<file path="src/rtl/systolic_feed_ctrl_pkg.sv">
// Shared types for the systolic feed controller: FSM encoding and
// counter-width helpers derived from the array geometry.
package systolic_feed_ctrl_pkg;

    typedef enum logic [2:0] {
        S_IDLE  = 3'd0,
        S_LOAD  = 3'd1,
        S_FEED  = 3'd2,
        S_DRAIN = 3'd3,
        S_DONE  = 3'd4
    } state_e;

    // Never return a zero width, so degenerate N=1 / M=1 still elaborate.
    function automatic int cnt_w(input int n);
        return (n <= 2) ? 1 : $clog2(n);
    endfunction

    function automatic int row_w(input int m);
        return cnt_w(m);
    endfunction

    function automatic int col_w(input int n);
        return cnt_w(n);
    endfunction

    function automatic int drn_w(input int n);
        return cnt_w(n + 1);
    endfunction

endpackage

</file>
<file path="src/rtl/systolic_feed_ctrl_if.sv">
// Upstream stream, buffer port and lane-feed bundle of the controller.
interface systolic_feed_ctrl_if
    import systolic_feed_ctrl_pkg::*;
#(
    parameter int D_2_W = 32,
    parameter int N     = 4,
    parameter int M     = 7
);
    localparam int RW = row_w(M);
    localparam int CW = col_w(N);

    logic             start;
    logic             in_valid;
    logic [D_2_W-1:0] in_data;
    logic             in_ready;
    logic             buf_we;
    logic [D_2_W-1:0] buf_wdata;
    logic [RW-1:0]    buf_row;
    logic [CW-1:0]    buf_col;
    logic             buf_re;
    logic [N-1:0]     lane_en;
    logic             busy;
    logic             done;

    modport master (
        output start, in_valid, in_data,
        input  in_ready, buf_we, buf_wdata, buf_row, buf_col,
        input  buf_re, lane_en, busy, done
    );

    modport slave (
        input  start, in_valid, in_data,
        output in_ready, buf_we, buf_wdata, buf_row, buf_col,
        output buf_re, lane_en, busy, done
    );

endinterface

</file>
<file path="src/rtl/systolic_feed_ctrl_lane_skew.sv">
// Diagonal skew for the array: lane j sees the row-read strobe
// one buffer-latency cycle plus j cycles late.
module lane_skew #(
    parameter int N = 4
) (
    input  logic         clk,
    input  logic         rst,
    input  logic         re_i,
    output logic [N-1:0] lane_en_o
);

    logic [N-1:0] sr_q;

    always_ff @(posedge clk or posedge rst) begin
        if (rst) begin
            sr_q <= '0;
        end else begin
            sr_q[0] <= re_i;
            for (int j = 1; j < N; j++) begin
                sr_q[j] <= sr_q[j-1];
            end
        end
    end

    assign lane_en_o = sr_q;

endmodule

</file>
<file path="src/rtl/systolic_feed_ctrl.sv">
// Tile controller: loads M*N words into the operand buffer, then
// streams M rows into the array with a per-lane skew.
module systolic_feed_ctrl
    import systolic_feed_ctrl_pkg::*;
#(
    parameter int DATA_WIDTH = 16,
    parameter int D_2_W      = 2 * DATA_WIDTH,
    parameter int N          = 4,
    parameter int M          = 7
) (
    input  logic                 clk,
    input  logic                 rst,
    systolic_feed_ctrl_if.slave  bus
);

    localparam int RW     = row_w(M);
    localparam int CW     = col_w(N);
    localparam int DRW    = drn_w(N);
    localparam int WORD_W = (D_2_W > 0) ? D_2_W : 2 * DATA_WIDTH;

    localparam logic [RW-1:0]  ROW_LAST = RW'(M - 1);
    localparam logic [CW-1:0]  COL_LAST = CW'(N - 1);
    localparam logic [DRW-1:0] DRN_LAST = DRW'(N - 1);

    state_e            state_q;
    logic [RW-1:0]     row_q, row_d;
    logic [CW-1:0]     col_q, col_d;
    logic [DRW-1:0]    drn_q;
    logic              in_ready_q;
    logic              buf_we_q;
    logic              buf_re_q;
    logic              busy_q;
    logic              done_q;
    logic [WORD_W-1:0] wdata_q;
    logic [RW-1:0]     brow_q;
    logic [CW-1:0]     bcol_q;
    logic [N-1:0]      lane_en;
    logic              hs;
    logic              last_w;

    always_comb begin
        hs     = bus.in_valid & in_ready_q;
        last_w = (row_q == ROW_LAST) && (col_q == COL_LAST);
        col_d  = (col_q == COL_LAST) ? '0 : col_q + 1'b1;
        row_d  = (col_q == COL_LAST) ? row_q + 1'b1 : row_q;
    end

    always_ff @(posedge clk or posedge rst) begin
        if (rst) begin
            state_q    <= S_IDLE;
            row_q      <= '0;
            col_q      <= '0;
            drn_q      <= '0;
            in_ready_q <= 1'b0;
            buf_we_q   <= 1'b0;
            buf_re_q   <= 1'b0;
            busy_q     <= 1'b0;
            done_q     <= 1'b0;
            wdata_q    <= '0;
            brow_q     <= '0;
            bcol_q     <= '0;
        end else begin
            buf_we_q <= 1'b0;
            done_q   <= 1'b0;
            unique case (state_q)
                S_IDLE: begin
                    if (bus.start) begin
                        state_q    <= S_LOAD;
                        in_ready_q <= 1'b1;
                        busy_q     <= 1'b1;
                        row_q      <= '0;
                        col_q      <= '0;
                    end
                end
                S_LOAD: begin
                    if (hs) begin
                        buf_we_q <= 1'b1;
                        wdata_q  <= bus.in_data;
                        brow_q   <= row_q;
                        bcol_q   <= col_q;
                        row_q    <= row_d;
                        col_q    <= col_d;
                        if (last_w) begin
                            state_q    <= S_FEED;
                            in_ready_q <= 1'b0;
                            row_q      <= '0;
                            col_q      <= '0;
                        end
                    end
                end
                // First FEED cycle carries the final write, so reads start one cycle later.
                S_FEED: begin
                    if (buf_re_q && (brow_q == ROW_LAST)) begin
                        buf_re_q <= 1'b0;
                        state_q  <= S_DRAIN;
                        drn_q    <= '0;
                    end else begin
                        buf_re_q <= 1'b1;
                        brow_q   <= row_q;
                        if (row_q != ROW_LAST) begin
                            row_q <= row_q + 1'b1;
                        end
                    end
                end
                S_DRAIN: begin
                    if (drn_q == DRN_LAST) begin
                        state_q <= S_DONE;
                        done_q  <= 1'b1;
                        busy_q  <= 1'b0;
                    end else begin
                        drn_q <= drn_q + 1'b1;
                    end
                end
                S_DONE: begin
                    state_q <= S_IDLE;
                end
                default: begin
                    state_q <= S_IDLE;
                end
            endcase
        end
    end

    lane_skew #(.N(N)) u_skew (
        .clk       (clk),
        .rst       (rst),
        .re_i      (buf_re_q),
        .lane_en_o (lane_en)
    );

    assign bus.in_ready  = in_ready_q;
    assign bus.buf_we    = buf_we_q;
    assign bus.buf_wdata = wdata_q;
    assign bus.buf_row   = brow_q;
    assign bus.buf_col   = bcol_q;
    assign bus.buf_re    = buf_re_q;
    assign bus.lane_en   = lane_en;
    assign bus.busy      = busy_q;
    assign bus.done      = done_q;

endmodule

</file>
<file path="src/flat_wrapper.sv">
// flat-port wrapper written by rule: the top's interface ports become plain ports
module systolic_feed_ctrl_flat import systolic_feed_ctrl_pkg::*;
#(
    parameter int DATA_WIDTH = 16,
    parameter int D_2_W      = 2 * DATA_WIDTH,
    parameter int N          = 4,
    parameter int M          = 7
)
  (clk, rst, bus_start, bus_in_valid, bus_in_data, bus_in_ready, bus_buf_we, bus_buf_wdata, bus_buf_row, bus_buf_col, bus_buf_re, bus_lane_en, bus_busy, bus_done);
  systolic_feed_ctrl_if #(.D_2_W(D_2_W), .N(N), .M(M)) bus_i ();
  input  logic clk;
  input  logic rst;
  input wire logic [$bits(bus_i.start)-1:0] bus_start;
  input wire logic [$bits(bus_i.in_valid)-1:0] bus_in_valid;
  input wire logic [$bits(bus_i.in_data)-1:0] bus_in_data;
  output wire logic [$bits(bus_i.in_ready)-1:0] bus_in_ready;
  output wire logic [$bits(bus_i.buf_we)-1:0] bus_buf_we;
  output wire logic [$bits(bus_i.buf_wdata)-1:0] bus_buf_wdata;
  output wire logic [$bits(bus_i.buf_row)-1:0] bus_buf_row;
  output wire logic [$bits(bus_i.buf_col)-1:0] bus_buf_col;
  output wire logic [$bits(bus_i.buf_re)-1:0] bus_buf_re;
  output wire logic [$bits(bus_i.lane_en)-1:0] bus_lane_en;
  output wire logic [$bits(bus_i.busy)-1:0] bus_busy;
  output wire logic [$bits(bus_i.done)-1:0] bus_done;
  assign bus_i.start = bus_start;
  assign bus_i.in_valid = bus_in_valid;
  assign bus_i.in_data = bus_in_data;
  assign bus_in_ready = bus_i.in_ready;
  assign bus_buf_we = bus_i.buf_we;
  assign bus_buf_wdata = bus_i.buf_wdata;
  assign bus_buf_row = bus_i.buf_row;
  assign bus_buf_col = bus_i.buf_col;
  assign bus_buf_re = bus_i.buf_re;
  assign bus_lane_en = bus_i.lane_en;
  assign bus_busy = bus_i.busy;
  assign bus_done = bus_i.done;
  systolic_feed_ctrl #(.DATA_WIDTH(DATA_WIDTH), .D_2_W(D_2_W), .N(N), .M(M)) u_core (.clk(clk), .rst(rst), .bus(bus_i));
endmodule
</file>
<file path="config.mk">
export PLATFORM = sky130hd
export DESIGN_NAME = systolic_feed_ctrl_flat
export DESIGN_NICKNAME = d
export VERILOG_FILES = /design/src/rtl/systolic_feed_ctrl_pkg.sv /design/src/rtl/systolic_feed_ctrl_if.sv /design/src/rtl/systolic_feed_ctrl_lane_skew.sv /design/src/rtl/systolic_feed_ctrl.sv /design/src/flat_wrapper.sv
export SDC_FILE = /design/constraint.sdc
export NUM_CORES = 1
export LEC_CHECK = 0
export BUFFER_PORTS_ARGS = -buffer_cell sky130_fd_sc_hd__buf_2
export CORE_UTILIZATION = 53
export DETAILED_ROUTE_END_ITERATION = 10
export PLACE_DENSITY = 0.87
export SYNTH_ARGS = -nofsm -noshare
export SYNTH_HDL_FRONTEND = slang
export SYNTH_SLANG_ARGS = --single-unit
export TNS_END_PERCENT = 20
</file>
<file path="constraint.sdc">
create_clock -name clk -period 3.1 [get_ports clk]
set_clock_uncertainty 0.05 [all_clocks]
set_input_delay 0 -clock clk [delete_from_list [all_inputs] [get_ports clk]]
set_output_delay 0 -clock clk [all_outputs]
set_load 0.005 [all_outputs]
</file>
* After elaboration in Yosys (flattened, before gate mapping)
Cells that the tools add are included.
** Operators by class
- Add/subtract/negate cells :: 3
- Equality and inequality tests :: 17
- Multiplexer cells :: 35
- Bitwise logic cells :: 1
- Reductions and logical operators :: 16
** Operator list (count)
- two-way mux 3 bit :: 15
- one-hot mux 3 bit (2 select lines) :: 2
- one-hot mux 3 bit (4 select lines) :: 1
- AND reduction 3 bit :: 4
- != test 2 x 1 -> 1 bit (second input constant) :: 5
- == test 3 x 2 -> 1 bit (second input constant) :: 3
- two-way mux 1 bit :: 9
- one-hot mux 3 bit (3 select lines) :: 1
- two-way mux 2 bit :: 4
- nonzero test 2 bit :: 4
- adder 3 x 1 -> 3 bit (second input constant) :: 2
- == test 3 bit (second input constant) :: 2
- != test 2 bit (second input constant) :: 3
- AND reduction 6 bit :: 1
- AND reduction 5 bit :: 1
- one-hot mux 1 bit (2 select lines) :: 2
- one-hot mux 2 bit (2 select lines) :: 1
- AND reduction 4 bit :: 1
- == test 3 x 1 -> 1 bit (second input constant) :: 1
- logical NOT 3 bit :: 1
- != test 3 x 1 -> 1 bit (second input constant) :: 1
- != test 3 bit (second input constant) :: 1
- nonzero test 3 bit :: 1
- adder 2 x 1 -> 2 bit (second input constant) :: 1
- other kinds (4) :: 5
** Storage, ports and cells
- Register bits :: 57
- Bits of input ports :: 36
- Output and inout bits :: 46

* Longest topological paths before layout
- Depth in word-level cells :: 5
- Gate-level depth with buffers :: 6

* Cells and area by module
From an unflattened synthesis, not the netlist that was laid out.
** Unflattened totals
- Cell total of the unflattened synthesis :: 162
- Area total of the unflattened synthesis :: 2443.6 µm²
** Modules (own cells, without submodules)
- systolic_feed_ctrl :: times used 1, cells each 157, area an instance 2339.7 µm², sequential area each 1326.3 µm²
- lane_skew :: times used 1, cells each 5, area an instance 103.8 µm², sequential area each 100.1 µm²

* Worst setup path before layout
OpenSTA, ideal clock, no wires.
- Path type :: reg2reg
- From :: register u_core.row_q[0]
- To :: register u_core.row_q[1]
- Setup time :: 0.125 ns
- Arrival time :: 1.632 ns
- Required time :: 2.925 ns
- Path slack :: 1.292 ns
- Stages on the path, launching flop included :: 7
- Buffers on the path :: 0
- Period minus slack after synthesis :: 1.808 ns
- Cell sequence :: dfrtp_1 > inv_1 > ha_1 > a21o_1 > a221oi_1 > and3_4 > mux2_4
** Between the ends
- Longest elaborated chain between the ends :: 5
** RTL lines
- start, declared :: RTL line systolic_feed_ctrl.sv:26 : logic [RW-1:0] row_q, row_d;
- start signal, assigned :: RTL line systolic_feed_ctrl.sv:81 : row_q <= row_d;
- start signal, assigned :: RTL line systolic_feed_ctrl.sv:101 : row_q <= row_q + 1'b1;
- adder 3 x 1 -> 3 bit or == test 3 bit (tied branches) :: RTL line systolic_feed_ctrl.sv:45, systolic_feed_ctrl.sv:101, systolic_feed_ctrl.sv:43
- two-way mux 3 bit or logical AND 1 bit (tied branches) :: RTL line systolic_feed_ctrl.sv:45, systolic_feed_ctrl.sv:43
- two-way mux 3 bit :: RTL line systolic_feed_ctrl.sv:83 : if (last_w) begin
- two-way mux 3 bit :: RTL line systolic_feed_ctrl.sv:76 : if (hs) begin
- one-hot mux 3 bit (3 select lines) :: RTL line systolic_feed_ctrl.sv:65 : unique case (state_q)
Several ways; a longest one is shown, not always the timed one. The select of a mux whose other input is x is not followed.
A chain may end at the register's enable or synchronous reset.

* Worst setup path in the final report
Same ends and word-level chain as after synthesis.

==> out/metrics.csv <==
stage;metric;value;unit
placed_design;setup slack at placement;1.17;ns
synthesis;ys flop type;dfrtp_1;
power;clock power share;0.202;
cts;clk root buf;clkbuf_8;
timing;final setup TNS;0;ns
job;max-cap viol count;0;
synthesis;Synth Instances;168;
synthesis;Synth Area in Adders;0.0266;
floorplanning;die height;68.7;um
synthesis;Synth Area in Compound Gates;0.0595;
routing;ANT nets after route;0;
routing;initial DRC count;94;
global_routing;vias in the first global route;1861;
finish;Final Util;0.806;
placed_design;DP Wirelength;3270;um
placed_design;instance area after placement;0.00281;mm2
synthesis;synth unique cells;40;
cts;H-tree lvl count;3;
cts;Clock transition at path regs;0.07;ns
floorplanning;core box area;0.00414;mm2
setup_path;CP top delay family;compound AO/OA/AOI/OAI gates;
power;Internal;2.09;mW
finish;synthesis-to-finish area growth;41.7;%
finish;layout net count;331;
finish;layout cell share with drive strength beyond 1;0.483;
cts;number of clock sinks;57;
power;sw frac;0.331;
setup_path;critical path's largest stage delay;0.41;ns
placed_design;RD Place Congestion;0.807;
routing;DRC Markers;0;
setup_path;Worst Path Buf+Inv;1;
timing;crit share post-route;0.644;
setup_path;Cell Chain, Critical Path;inv_1 > ha_1 > a21o_1 > a221oi_1 > and3_4 > mux2_4;
synthesis;Synth Cell Area;0.00236;mm2
floorplanning;Die ar.;0.00472;mm2
finish;commonest non-fill, non-tap cell in the layout;buf_2;
timing;Tmin final;2.00;ns
setup_path;crit path kind;flip-flop to flip-flop;
finish;# diodes;0;
routing;Wirelength per Cell;17.7;um
power;Leak Pwr;1.61;nW
power;logic gate share of total power;0.375;
cts;CTS tree;yes;
cts;worst-case clock buffer depth;2;
setup_path;Critical Path Start Type;flip-flop;
hold_path;WHS Path Cells;4;
outcome;outcome;finished clean;
setup_path;WP data required;3.26;ns
synthesis;Yosys reg bits;57;
finish;Final Cell Area;0.00334;mm2
synthesis;sequential-to-total area share from yosys stat;0.605;
routing;vias;1820;
synthesis;syn_area_per_cell;14.0;um2
setup_path;CP Max Fanout;3;
global_routing;first-pass GRT wire length;8920;um
power;P_sw;1.03;mW
hold_path;worst min path class;input pin to flip-flop;
finish;commonest non-fill, non-tap cells in the layout;81 x buf_2, 57 x dfrtp_1, 36 x mux2_2;
global_routing;initial antenna violation count;0;
timing;max-slew violation count;0;
timing;Setup Viol. Count Final;0;
setup_path;Slowest-stage cell, CP;a221oi_1;
floorplanning;I/O pins;82;
synthesis;YS warnings;0;
setup_path;CP Capture Type;flip-flop;
setup_path;worst reg2reg path depth;6;
global_routing;GRT Util Overall;0.275;
setup_path;CP Data Arrival Time;2.16;ns
timing;final hold viol count;0;
timing;Setup WS post-layout;1.10;ns
power;P per Cell Area;935;mW/mm2
synthesis;Post-Synth XOR/XNOR Area;0;
floorplanning;starting density of the core;0.569;
placed_design;Port Buffers;81;
global_routing;GRT Residual Overflow;0;
timing;slew margin rel.;0.401;
setup_path;Crit path depth;6;
power;Max VDD drop;437;uV
synthesis;Net Count, Synth;209;
timing;fmax;501;MHz
routing;routed wire length;6080;um
floorplanning;num rows;23;
synthesis;Post-synth ARST share;1.00;
timing;RSZ-0062 raised after global routing;no;
cts;worst skew pair latency;0.33;ns
floorplanning;Die Wd;68.7;um
timing;Slew @ Worst Pin;0.897;ns
synthesis;Post-Synth Simple-Gate Area;0.0882;
power;Flop pwr share;0.423;
synthesis;Post-synth EDFFs;0;
cts;Num CTS Buffers;9;
synthesis;largest family of logic cells by synthesized area;multiplexers;
synthesis;mux cell area share after synthesis;0.197;
routing;via-per-instance ratio;5.29;
global_routing;largest net degree at the start of global routing;45;
routing;iteration count of the initial detailed-routing pass;4;
-- what timing repair did --
item,4_1_cts,5_1_grt
hold buffers,35,0
setup buffers,0,0
hold endpoints to repair,76,0
resized for setup,0,0
endpoints found under the setup margin,0,0
-- worst min-delay path: stages --
cell	delay [ns]
buf_2	0.11
nand2_1	0.08
a211o_1	0.19
mux2_1	0.15
-- flip-flops by register name, summed over array words and instances (netlist names), 2 cells and up --
| register | flops |
|---|---|
| u_core.state_q | 3 |
| u_core.drn_q | 3 |
| u_core.bus.buf_col | 2 |
| u_core.col_q | 2 |
| u_core.u_skew.lane_en_o | 4 |
| u_core.bus.buf_row | 3 |
| u_core.bus.buf_wdata | 32 |
| u_core.row_q | 3 |
-- Yosys cell counts (2+ instances only) --
master | count | share of area
and4b_1 | 2 | 0.0085
dfrtp_1 | 57 | 0.61
nand4b_1 | 2 | 0.0074
nand2_1 | 8 | 0.013
mux2_2 | 36 | 0.17
nand2b_1 | 3 | 0.0080
nand3_1 | 4 | 0.0085
o21ai_0 | 3 | 0.0064
nor2_1 | 3 | 0.0048
mux2_1 | 3 | 0.014
o2bb2ai_1 | 2 | 0.0074
inv_1 | 5 | 0.0080
a21oi_1 | 5 | 0.011
buf_2 | 5 | 0.011
ha_1 | 5 | 0.027
-- per-layer routing --
metal / part of all wire / routed length (um) / track usage / up-vias
met3: 0.061 / 372 / 0.0740 / 8
met4: 0.011 / 64 / 0.0938 / 0
li1: - / - / - / 844
met1: 0.39 / 2400 / 0.311 / 900
met5: 0 / 0 / 0 / -
met2: 0.53 / 3240 / 0.496 / 68
-- power groups by stage --
stage	combinational, mW	sequential (mW)	clock (mW)
after floorplan	0.677	1.28	0
after CTS	1.14	1.29	0.635
after detailed placement	1.09	1.30	0
after global routing	1.29	1.36	0.674
final	1.17	1.32	0.630
after global placement	1.04	1.28	0
-- path summary, 6_finish.rpt --
path / slack, ns / from / end
setup reg to reg: 1.10 / u_core.row_q[0] / u_core.row_q[1]
max in group asynchronous: 1.90 / rst / u_core.col_q[1]
hold / removal: 0.19 / bus_in_valid / u_core.bus.buf_row[1]
hold reg to reg: 0.33 / u_core.u_skew.lane_en_o[2] / u_core.u_skew.lane_en_o[3]
min in group asynchronous: 0.37 / rst / u_core.row_q[2]
setup / recovery: 1.10 / u_core.row_q[0] / u_core.row_q[1]
-- final cells by class --
class	count	area (um2)
Clock buffer	12	165
Clock inverter	3	15.0
Fill cell	214	805
Inverter	5	18.8
Multi-Input combinational cell	99	881
Sequential cell	57	1430
Tap cell	50	62.6
Timing Repair Buffer	118	771
-- kinds of logic (layout without fill, tap and decap cells) --
logic type | after synthesis | after routing
fa+ha+maj | 5 | 5
flops | 57 | 57
buf+inv | 12 | 138
simple gates | 33 | 33
compound gates | 20 | 20
mux | 41 | 41
-- through the flow --
stage | cells | power, mW | hold slack, ns
CTS | 344 | 3.06 | 0.163
global route | 344 | 3.32 | 0.206
finish | 344 | 3.12 | 0.187
detailed placement | 294 | 2.39 | 0.186
global placement | 294 | 2.32 | 0.184
floorplan | 168 | 1.96 | 0.102
(Power assumes the default switching activity.)
